===== config.mk =====
export PLATFORM = sky130hd
export DESIGN_NAME = cond_branch_unit
export DESIGN_NICKNAME = d
export VERILOG_FILES = /design/src/rtl/cond_branch_unit.sv
export SDC_FILE = /design/constraint.sdc
export NUM_CORES = 1
export LEC_CHECK = 0
export CAP_MARGIN = 10
export CORE_ASPECT_RATIO = 2
export CORE_MARGIN = 5
export CORE_UTILIZATION = 44
export CTS_CLUSTER_DIAMETER = 80
export DETAILED_ROUTE_END_ITERATION = 7
export PLACE_DENSITY_LB_ADDON = 0.15
export SYNTH_ARGS = -nofsm -noshare
export SYNTH_HDL_FRONTEND = slang
export SYNTH_SLANG_ARGS = --single-unit

===== constraint.sdc =====
create_clock -name clk -period 2.4 [get_ports clk]
set_input_delay 0.48 -clock clk [delete_from_list [all_inputs] [get_ports clk]]
set_output_delay 0.48 -clock clk [all_outputs]
set_load 0.05 [all_outputs]

===== src/rtl/cond_branch_unit.sv =====
// Flag register and branch resolver on the ALU output side.
// Resolves B, B.cond, CBZ/CBNZ with registered one-cycle br_done pulses.
module cond_branch_unit #(
  parameter int CNT_W = 16
) (
  input  logic             clk,
  input  logic             reset_n,
  input  logic             alu_valid,
  input  logic             set_flags,
  input  logic             negative,
  input  logic             zero,
  input  logic             carry_out,
  input  logic             overflow,
  input  logic             br_valid,
  input  logic [1:0]       br_type,
  input  logic [3:0]       cond,
  output logic             br_busy,
  output logic             br_done,
  output logic             br_taken,
  output logic [3:0]       flags,
  output logic [CNT_W-1:0] taken_cnt
);

  typedef enum logic {IDLE, WAIT} state_e;

  state_e           state_q, state_d;
  logic [3:0]       flags_q, flags_d;
  logic             done_q, done_d;
  logic             taken_q, taken_d;
  logic             pend_q, pend_d;
  logic [CNT_W-1:0] cnt_q, cnt_d;

  logic       flag_set;
  logic [3:0] eff;
  logic       cond_ok;
  logic       resolve;
  logic       take;

  function automatic logic eval_cond(
    input logic [3:0] c,
    input logic [3:0] f
  );
    logic n, z, cy, v;
    logic r;
    {n, z, cy, v} = f;
    r = 1'b1;
    case (c)
      4'b0000: r = z;
      4'b0001: r = !z;
      4'b0010: r = cy;
      4'b0011: r = !cy;
      4'b0100: r = n;
      4'b0101: r = !n;
      4'b0110: r = v;
      4'b0111: r = !v;
      4'b1000: r = cy & !z;
      4'b1001: r = !cy | z;
      4'b1010: r = (n == v);
      4'b1011: r = (n != v);
      4'b1100: r = !z & (n == v);
      4'b1101: r = z | (n != v);
      default: r = 1'b1;
    endcase
    return r;
  endfunction

  always_comb begin
    flag_set = alu_valid & set_flags;
    eff      = flag_set ? {negative, zero, carry_out, overflow}
                        : flags_q;
    cond_ok  = eval_cond(cond, eff);
    flags_d  = eff;
    state_d  = state_q;
    pend_d   = pend_q;
    resolve  = 1'b0;
    take     = 1'b0;
    unique case (state_q)
      IDLE: begin
        if (br_valid) begin
          unique case (br_type)
            2'b00: begin
              resolve = 1'b1;
              take    = 1'b1;
            end
            2'b01: begin
              resolve = 1'b1;
              take    = cond_ok;
            end
            default: begin
              if (alu_valid) begin
                resolve = 1'b1;
                take    = zero ^ br_type[0];
              end else begin
                pend_d  = br_type[0];
                state_d = WAIT;
              end
            end
          endcase
        end
      end
      WAIT: begin
        if (alu_valid) begin
          resolve = 1'b1;
          take    = zero ^ pend_q;
          state_d = IDLE;
        end
      end
      default: state_d = IDLE;
    endcase
    done_d  = resolve;
    taken_d = resolve & take;
    cnt_d   = cnt_q;
    if (taken_d && !(&cnt_q))
      cnt_d = cnt_q + 1'b1;
  end

  always_ff @(posedge clk) begin
    if (!reset_n) begin
      state_q <= IDLE;
      flags_q <= 4'b0000;
      done_q  <= 1'b0;
      taken_q <= 1'b0;
      pend_q  <= 1'b0;
      cnt_q   <= '0;
    end else begin
      state_q <= state_d;
      flags_q <= flags_d;
      done_q  <= done_d;
      taken_q <= taken_d;
      pend_q  <= pend_d;
      cnt_q   <= cnt_d;
    end
  end

  assign br_busy   = (state_q == WAIT);
  assign br_done   = done_q;
  assign br_taken  = taken_q;
  assign flags     = flags_q;
  assign taken_cnt = cnt_q;

endmodule


==> summary.md, run 1 <==
| Metric | Value |
|---|---|
| Static Leak | 0.863 nW |
| # IOs | 38 |
| RSZ-0062 raised after global routing | yes |
| Share of layout cells above drive strength 1 | 0.396 |
| Final net count | 247 |
| Crit-path max FO | 6 |
| Detailed Place HPWL | 3.22 mm |
| DRC violation count after routing | 0 |
| Clock transition at path regs | 90 ps |
| Vias in the first global route | 1722 |
| Pwr Total | 977 uW |
| Yosys warns | 0 |
| Net switching power of the design | between 200 and 300 uW |
| Post-synthesis register bit count | 24 |
| Utilization after layout | 0.758 |
| Main synth FF type | dfxtp_1 |
| Register area share after synthesis | 0.328 |
| Initial drt markers | 40 |
| Crit. End Element | register |
| Power Internal | 687 uW |
| Layout area overhead | 65.2% |
| Synthesized area | 1470 um2 |
| First-pass GRT wire length | 7.60 mm |
| Vias per cell | 6.09 |
| Sw frac | 0.297 |
| Routed Antenna Nets | 0 |
| Req. time, crit path | 2600 ps |
| First drt pass iteration count | 4 |
| Post-Syn Area per Cell | 8.99 um2 |
| Comb pwr share | 0.282 |
| Pwr/cell area | 404 nW/um2 |
| Root Buffer | clkbuf_8 |
| Antenna violations before repair | 0 |
| Worst IR Drop VDD | 362 uV |
| Avg WL per Cell | slightly below 20 um |
| GRT Overall Usage | 0.206 |
| Fin worst setup slack | -198 ps |
| Violated checks | negative setup slack |
| # Max-Cap Violations | 0 |
| Port Buffers | 37 |
| Clock share of power | 0.290 |
| Crit path time final | 2600 ps |
| Clk buf depth | 2 |
| CTS Buf Count | 3 |
| Distinct cells, synth | 41 |
| Fillers | 221 |
| Worst-Margin Slew | around 500 ps |
| Mapped Cells | around 160 |
| Slew Viols, Final | 0 |
| Final setup violation count | 14 |
| Chip height | 91.6 um |
| Largest net degree at the start of global routing | 21 |
| Via Count | between 1500 and 2000 |
| Type of the worst setup path | input pin to register |
| Starting Density | 0.459 |
| Clk_lat worst skew | 270 ps |
| Setup WS pre-CTS | -833 ps |
| Seq pwr share | 0.428 |
| Crit path launch type | input pin |
| # clock sinks | 24 |
| Synth async-reset ratio | 0 |
| Total gr overflow | 0 |
| Setup Skew | between 5 and 6 ps |
| Hold Vio Cnt, Final | 0 |
| Status | complete, but fails checks |
| CTS tree | yes |
| Core area | between 3000 and 4000 um2 |
| Critical Path AT | between 2000 and 3000 ps |
| # rows | 29 |
| Max-slew headroom | 0.656 |
| Net Count, Synth | 179 |
| Period utilization | 1.08 |
| Hold WC Path Type | register to register |
| DIE AREA | 4650 um2 |
| Number of enable flip-flop cells after synthesis | 0 |
| Chip width | around 50 um |
| Gp weighted congestion | 0.854 |
| Number of diodes | 0 |
| F_max | 0.385 GHz |
| Post-Route WL | 5.03 mm |
| H-tree depth | 1 |
[cell families (layout without fill, tap and decap cells)]
family	after synthesis	in the layout	share of synthesized area
muxes	10	10	0.0965
xor gates and xnor gates	9	9	0.0632
adders and majority gates	1	1	0.00854
and+or+nand+nor	71	71	0.271
AOI/OAI and AO/OA	33	33	0.164
DFF	24	24	0.328
buffers and inverters	15	82	0.0692
[flip-flops by register name, indices dropped and copies added (netlist names)]
name	count
br_taken	1
br_busy	1
taken_cnt	16
br_done	1
flags	4
pend_q	1
[power groups by stage]
| stage | Combinational (mW) | Sequential [mW] | Clock, mW |
|---|---|---|---|
| CTS | 0.248 | 0.418 | 0.283 |
| finish | 0.275 | 0.418 | 0.284 |
| floorplan | 0.0966 | 0.456 | 0 |
| detailed placement | 0.210 | 0.427 | 0 |
| global route | 0.292 | 0.420 | 0.305 |
| global placement | 0.205 | 0.426 | 0 |
[layer usage]
layer | vias up | GRT usage | part of all wire
li1 | 742 | - | -
met1 | 772 | 0.177 | 0.34
met2 | 60 | 0.415 | 0.59
met3 | 16 | 0.0328 | 0.040
met4 | 0 | 0.102 | 0.036
met5 | - | 0 | 0
[Yosys cell counts, drive strengths merged (2+ instances only)]
library cell   n  share of area
dfxtp         24           0.33
a21oi         14          0.048
and2           2          0.010
nand4          4          0.017
or4bb          2          0.015
xnor2          7          0.042
nor3           8          0.027
or4            5          0.030
o311ai         2          0.017
nor2           8          0.026
clkbuf         5          0.020
or4b           3          0.020
nand3          9          0.031
nand2         21          0.054
buf            4          0.034
o41ai          4          0.024
o31ai          8          0.041
mux2i          7          0.048
nand2b         5          0.021
inv            5          0.013
mux4           3          0.049
[per-stage QoR]
stage | instances | TNS, ps | area, um2 | hold WS [ps]
6_report | 261 | -1340 | 2420 | 494
5_1_grt | 261 | -2100 | 2420 | 530
4_1_cts | 258 | -2070 | 2260 | 498
3_5_place_dp | 243 | -11520 | 1970 | 485
3_3_place_gp | 243 | -10220 | 1970 | 477
2_1_floorplan | 163 | -1390 | 1470 | 481
[worst paths after layout]
check,startpoint,to,slack (ps),cells past startpoint
worst max-delay path,alu_valid,taken_cnt[9],-200,11
worst min-delay path,taken_cnt[6],taken_cnt[6],490,2
worst max register to register,flags[0],taken_cnt[9],-80,9
worst min register to register,taken_cnt[6],taken_cnt[6],490,2
[repair_timing]
| action | 4_1_cts | 5_1_grt |
|---|---|---|
| setup endpoints to repair | 17 | 16 |
| hold buffers | 0 | 0 |
| buffers inserted | 11 | 3 |
| gates resized for setup | 52 | 29 |
| pin swaps | 25 | 17 |
[cell type report]
| class | count | area (um2) | share of cell area |
|---|---|---|---|
| Clock buffer | 4 | 55.1 | 0.0227 |
| Tap cell | 31 | 38.8 | 0.0160 |
| Sequential cell | 24 | 483 | 0.199 |
| Inverter | 6 | 22.5 | 0.00930 |
| Multi-Input combinational cell | 124 | 1120 | 0.461 |
| Timing Repair Buffer | 72 | 706 | 0.291 |
[critical path, cell delays in order]
cell       delay (ps)
buf_6              70
and2_4            160
mux4_2            520
xnor2_2           150
o311ai_2          280
a311oi_2           80
clkbuf_16         180
buf_6             120
buf_4             130
or4b_4            480
a21oi_2           140
[layout by cell type, fill, tap and decap left out, drive strengths merged, types with 2 or more instances in the layout]
cell type,synthesis,layout
or4b,3,3
dfxtp,24,24
clkbuf,5,5
dlymetal6s2s,0,2
nor2,8,8
nand2,21,21
nand2b,5,5
nand4,4,4
mux4,3,3
inv,5,5
o41ai,4,4
dlygate4sd2,0,3
buf,4,36
nand3,9,9
and2,2,2
clkdlybuf4s50,0,28
xnor2,7,7
o311ai,2,2
a21oi,14,14
clkdlybuf4s15,0,2
or4bb,2,2
or4,5,5
mux2i,7,7
o31ai,8,8
nor3,8,8
Note: power is estimated with default switching activity, not from simulation.
==> inputs of run 2 (changes only) <==
Settings changed: CORE_UTILIZATION 44 to 30.
==> run 2 against run 1 <==
- the run still ends with negative setup slack left
- sequential share of layout area up 0.28 points
- cell area down 1.4%
- power down 0.83%
- clock power down 1%
- setup slack worse by 12 ps
- non-clock buffer count up 3
- first-iteration DRC count down 20%
- via count down 0.63%
- flip-flop and latch count unchanged
- maximum frequency down 0.47%
- hold slack worse by 9.7 ps
- critical endpoint is now taken_cnt[15]
- largest cell class unchanged
==> summary.md, run 2 (synthesized netlist as in run 1, its figures left out) <==
| Metric | Value |
|---|---|
| Violated checks | negative setup slack (unchanged) |
| Reg-to-reg slack, setup | -90 ps (was -80 ps) |
| DRC violation count after routing | 0 (unchanged) |
| Routed Antenna Nets | 0 (unchanged) |
| Vias per cell | 5.45 (was 6.09) |
| Crit path launch type | input pin (unchanged) |
| Critical Path Max Stage Delay | 530 ps (was 520 ps) |
| Clk_lat worst skew | 270 ps (about the same) |
| Setup WS pre-CTS | -860 ps (was -833 ps) |
| Final net count | 250 (was 247) |
| Crit path time final | 2610 ps (was 2600 ps) |
| CTS Buf Count | 3 (unchanged) |
| Status | complete, but fails checks (unchanged) |
| Hold_sp | taken_cnt[6] (unchanged) |
| First-pass GRT wire length | 7.76 mm (was 7.60 mm) |
| Hold Vio Cnt, Final | 0 (unchanged) |
| First drt pass iteration count | 4 (unchanged) |
| Finished layout cell area | 2390 um2 (was 2420 um2) |
| Cells on worst reg2reg path | 9 (unchanged) |
| F_max | 0.383 GHz (was 0.385 GHz) |
| Utilization after layout | 0.495 (was 0.758) |
| Slew Viols, Final | 0 (unchanged) |
| Detailed Place HPWL | 3.43 mm (was 3.22 mm) |
| Static Leak | 0.863 nW (about the same) |
| Core area | 4820 um2 (was 3190 um2) |
| Layout area overhead | 62.9% (was 65.2%) |
| Number of diodes | 0 (unchanged) |
| Avg WL per Cell | 16.2 um (was 19.3 um) |
| Cts hold-fix bufs | 0 (unchanged) |
| Final setup violation count | 12 (was 14) |
| Highest-count cells in the layout ignoring fill and taps | buf_4 (30), clkdlybuf4s50_1 (27), dfxtp_1 (22) (was clkdlybuf4s50_1 (28), buf_4 (24), dfxtp_1 (22)) |
| CP most frequent cell | buf_6 (unchanged) |
| Pwr/cell area | 406 nW/um2 (was 404 nW/um2) |
| Chip width | 59.4 um (was 50.8 um) |
| Req. time, crit path | 2610 ps (was 2600 ps) |
| RSZ-0062 raised after global routing | yes (unchanged) |
| Reg2reg start | flags[0] (unchanged) |
| Chip height | 109 um (was 91.6 um) |
| Hold EP | taken_cnt[6] (unchanged) |
| Root Buffer | clkbuf_8 (unchanged) |
| Final std cells w/o fill | 290 (was 261) |
| # clock sinks | 24 (unchanged) |
| Post-Route WL | 4.69 mm (was 5.03 mm) |
| H-tree depth | 1 (unchanged) |
| Largest net degree at the start of global routing | 21 (unchanged) |
| Hold WC Path Type | register to register (unchanged) |
| CP cell instances | buf_6, and2_4, buf_6, mux4_2, xnor2_2, o31ai_2, a311oi_2, buf_12, buf_8, buf_4, or4b_4, a21oi_2 (was buf_6, and2_4, mux4_2, xnor2_2, o311ai_2, a311oi_2, clkbuf_16, buf_6, buf_4, or4b_4, a21oi_2) |
| Antenna violations before repair | 0 (unchanged) |
| Placed Cells | 273 (was 243) |
| Clk buf depth | 2 (unchanged) |
| # rows | 36 (was 29) |
| Hold path depth | 2 (unchanged) |
| Crit-path max FO | 6 (unchanged) |
| Commonest non-fill, non-tap cell in the layout | buf_4 (was clkdlybuf4s50_1) |
| Critical Path AT | 2820 ps (was 2800 ps) |
| Worst IR Drop VDD | 318 uV (was 362 uV) |
| Gp weighted congestion | 0.878 (was 0.854) |
| GRT Overall Usage | 0.152 (was 0.206) |
| # IOs | 38 (unchanged) |
| CTS tree | yes (unchanged) |
| Critical path's slowest cell | mux4_2 (unchanged) |
| Crit. End Element | register (unchanged) |
| Type of the worst setup path | input pin to register (unchanged) |
| Share of layout cells above drive strength 1 | 0.361 (was 0.396) |
| Port Buffers | 37 (unchanged) |
| # Max-Cap Violations | 0 (unchanged) |
| Setup TNS | -1720 ps (was -1340 ps) |
| Total gr overflow | 0 (unchanged) |
| R2R Path End | taken_cnt[15] (was taken_cnt[9]) |
| Vias in the first global route | 1665 (was 1722) |
| Max-slew headroom | 0.652 (was 0.656) |
| Max reg flops | 16 (unchanged) |
| Worst-Margin Slew | 521 ps (was 515 ps) |
| Setup Skew | 3.28 ps (was 5.07 ps) |
| Fin worst setup slack | -210 ps (was -198 ps) |
| Initial drt markers | 32 (was 40) |
| Clock transition at path regs | 90 ps (about the same) |
| Period utilization | 1.09 (was 1.08) |
| DIE AREA | 6470 um2 (was 4650 um2) |
| Starting Density | 0.304 (was 0.459) |
| Via Count | 1580 (was 1590) |
| Placement-stage cell area | 2030 um2 (was 1970 um2) |
-- run 2: cell types whose count changed in the layout (fill, tap and decap cells not counted), moves of 2 or more --
cell / delta
a21oi_2: -5
o41ai_1: +2
o41ai_4: -2
buf_6: -3
or4b_2: +2
a21oi_1: +5
nand2_1: +2
dlygate4sd2_1: +2
buf_4: +6
nand2_2: -2
or4b_4: -2
-- run 2: final cells by class --
class	count	area, um2
Sequential cell	24	483
Fill cell	446	2430
Timing Repair Buffer	75	719
Multi-Input combinational cell	124	1040
Inverter	6	22.5
Clock buffer	4	55.1
Tap cell	57	71.3
-- run 2: power by group --
part	internal (mW)	switching [mW]
logic	0.134	0.138
registers	0.408	0.00927
clock network	0.147	0.133
-- run 2: per-stage QoR --
stage | total power [mW] | hold slack, ps
global placement | 0.639 | 464
CTS | 0.971 | 485
finish | 0.969 | 485
detailed placement | 0.646 | 472
global route | 1.02 | 495
floorplan | 0.553 | 481
-- run 2: routing by layer --
layer | vias to the layer above | share of wire | track usage
met5 | - | 0 | 0
met2 | 59 | 0.57 | 0.286
met3 | 16 | 0.046 | 0.0225
met1 | 759 | 0.36 | 0.159
li1 | 746 | - | -
met4 | 0 | 0.028 | 0.0681
-- run 2: critical path: cells and delay by family --
family,cells,cell delay (ps)
AOI/OAI and AO/OA,3,440
muxes,1,530
xor gates and xnor gates,1,160
and+or+nand+nor,2,630
buffers and inverters,5,590
-- run 2: what timing repair did --
item                       CTS  global route
cloned                       1             0
resized for setup           55             7
pin swaps                   22             4
setup endpoints to repair   17            16
buffers inserted            10             3
-- run 2: how the worst max path moves through the flow --
stage                    from            end  cells past startpoint
floorplan           alu_valid   taken_cnt[8]                      8
global placement    alu_valid   taken_cnt[8]                      9
detailed placement  alu_valid  taken_cnt[14]                      9
finish              set_flags  taken_cnt[15]                     12
global route        alu_valid   taken_cnt[7]                     12
CTS                 set_flags   taken_cnt[7]                     12
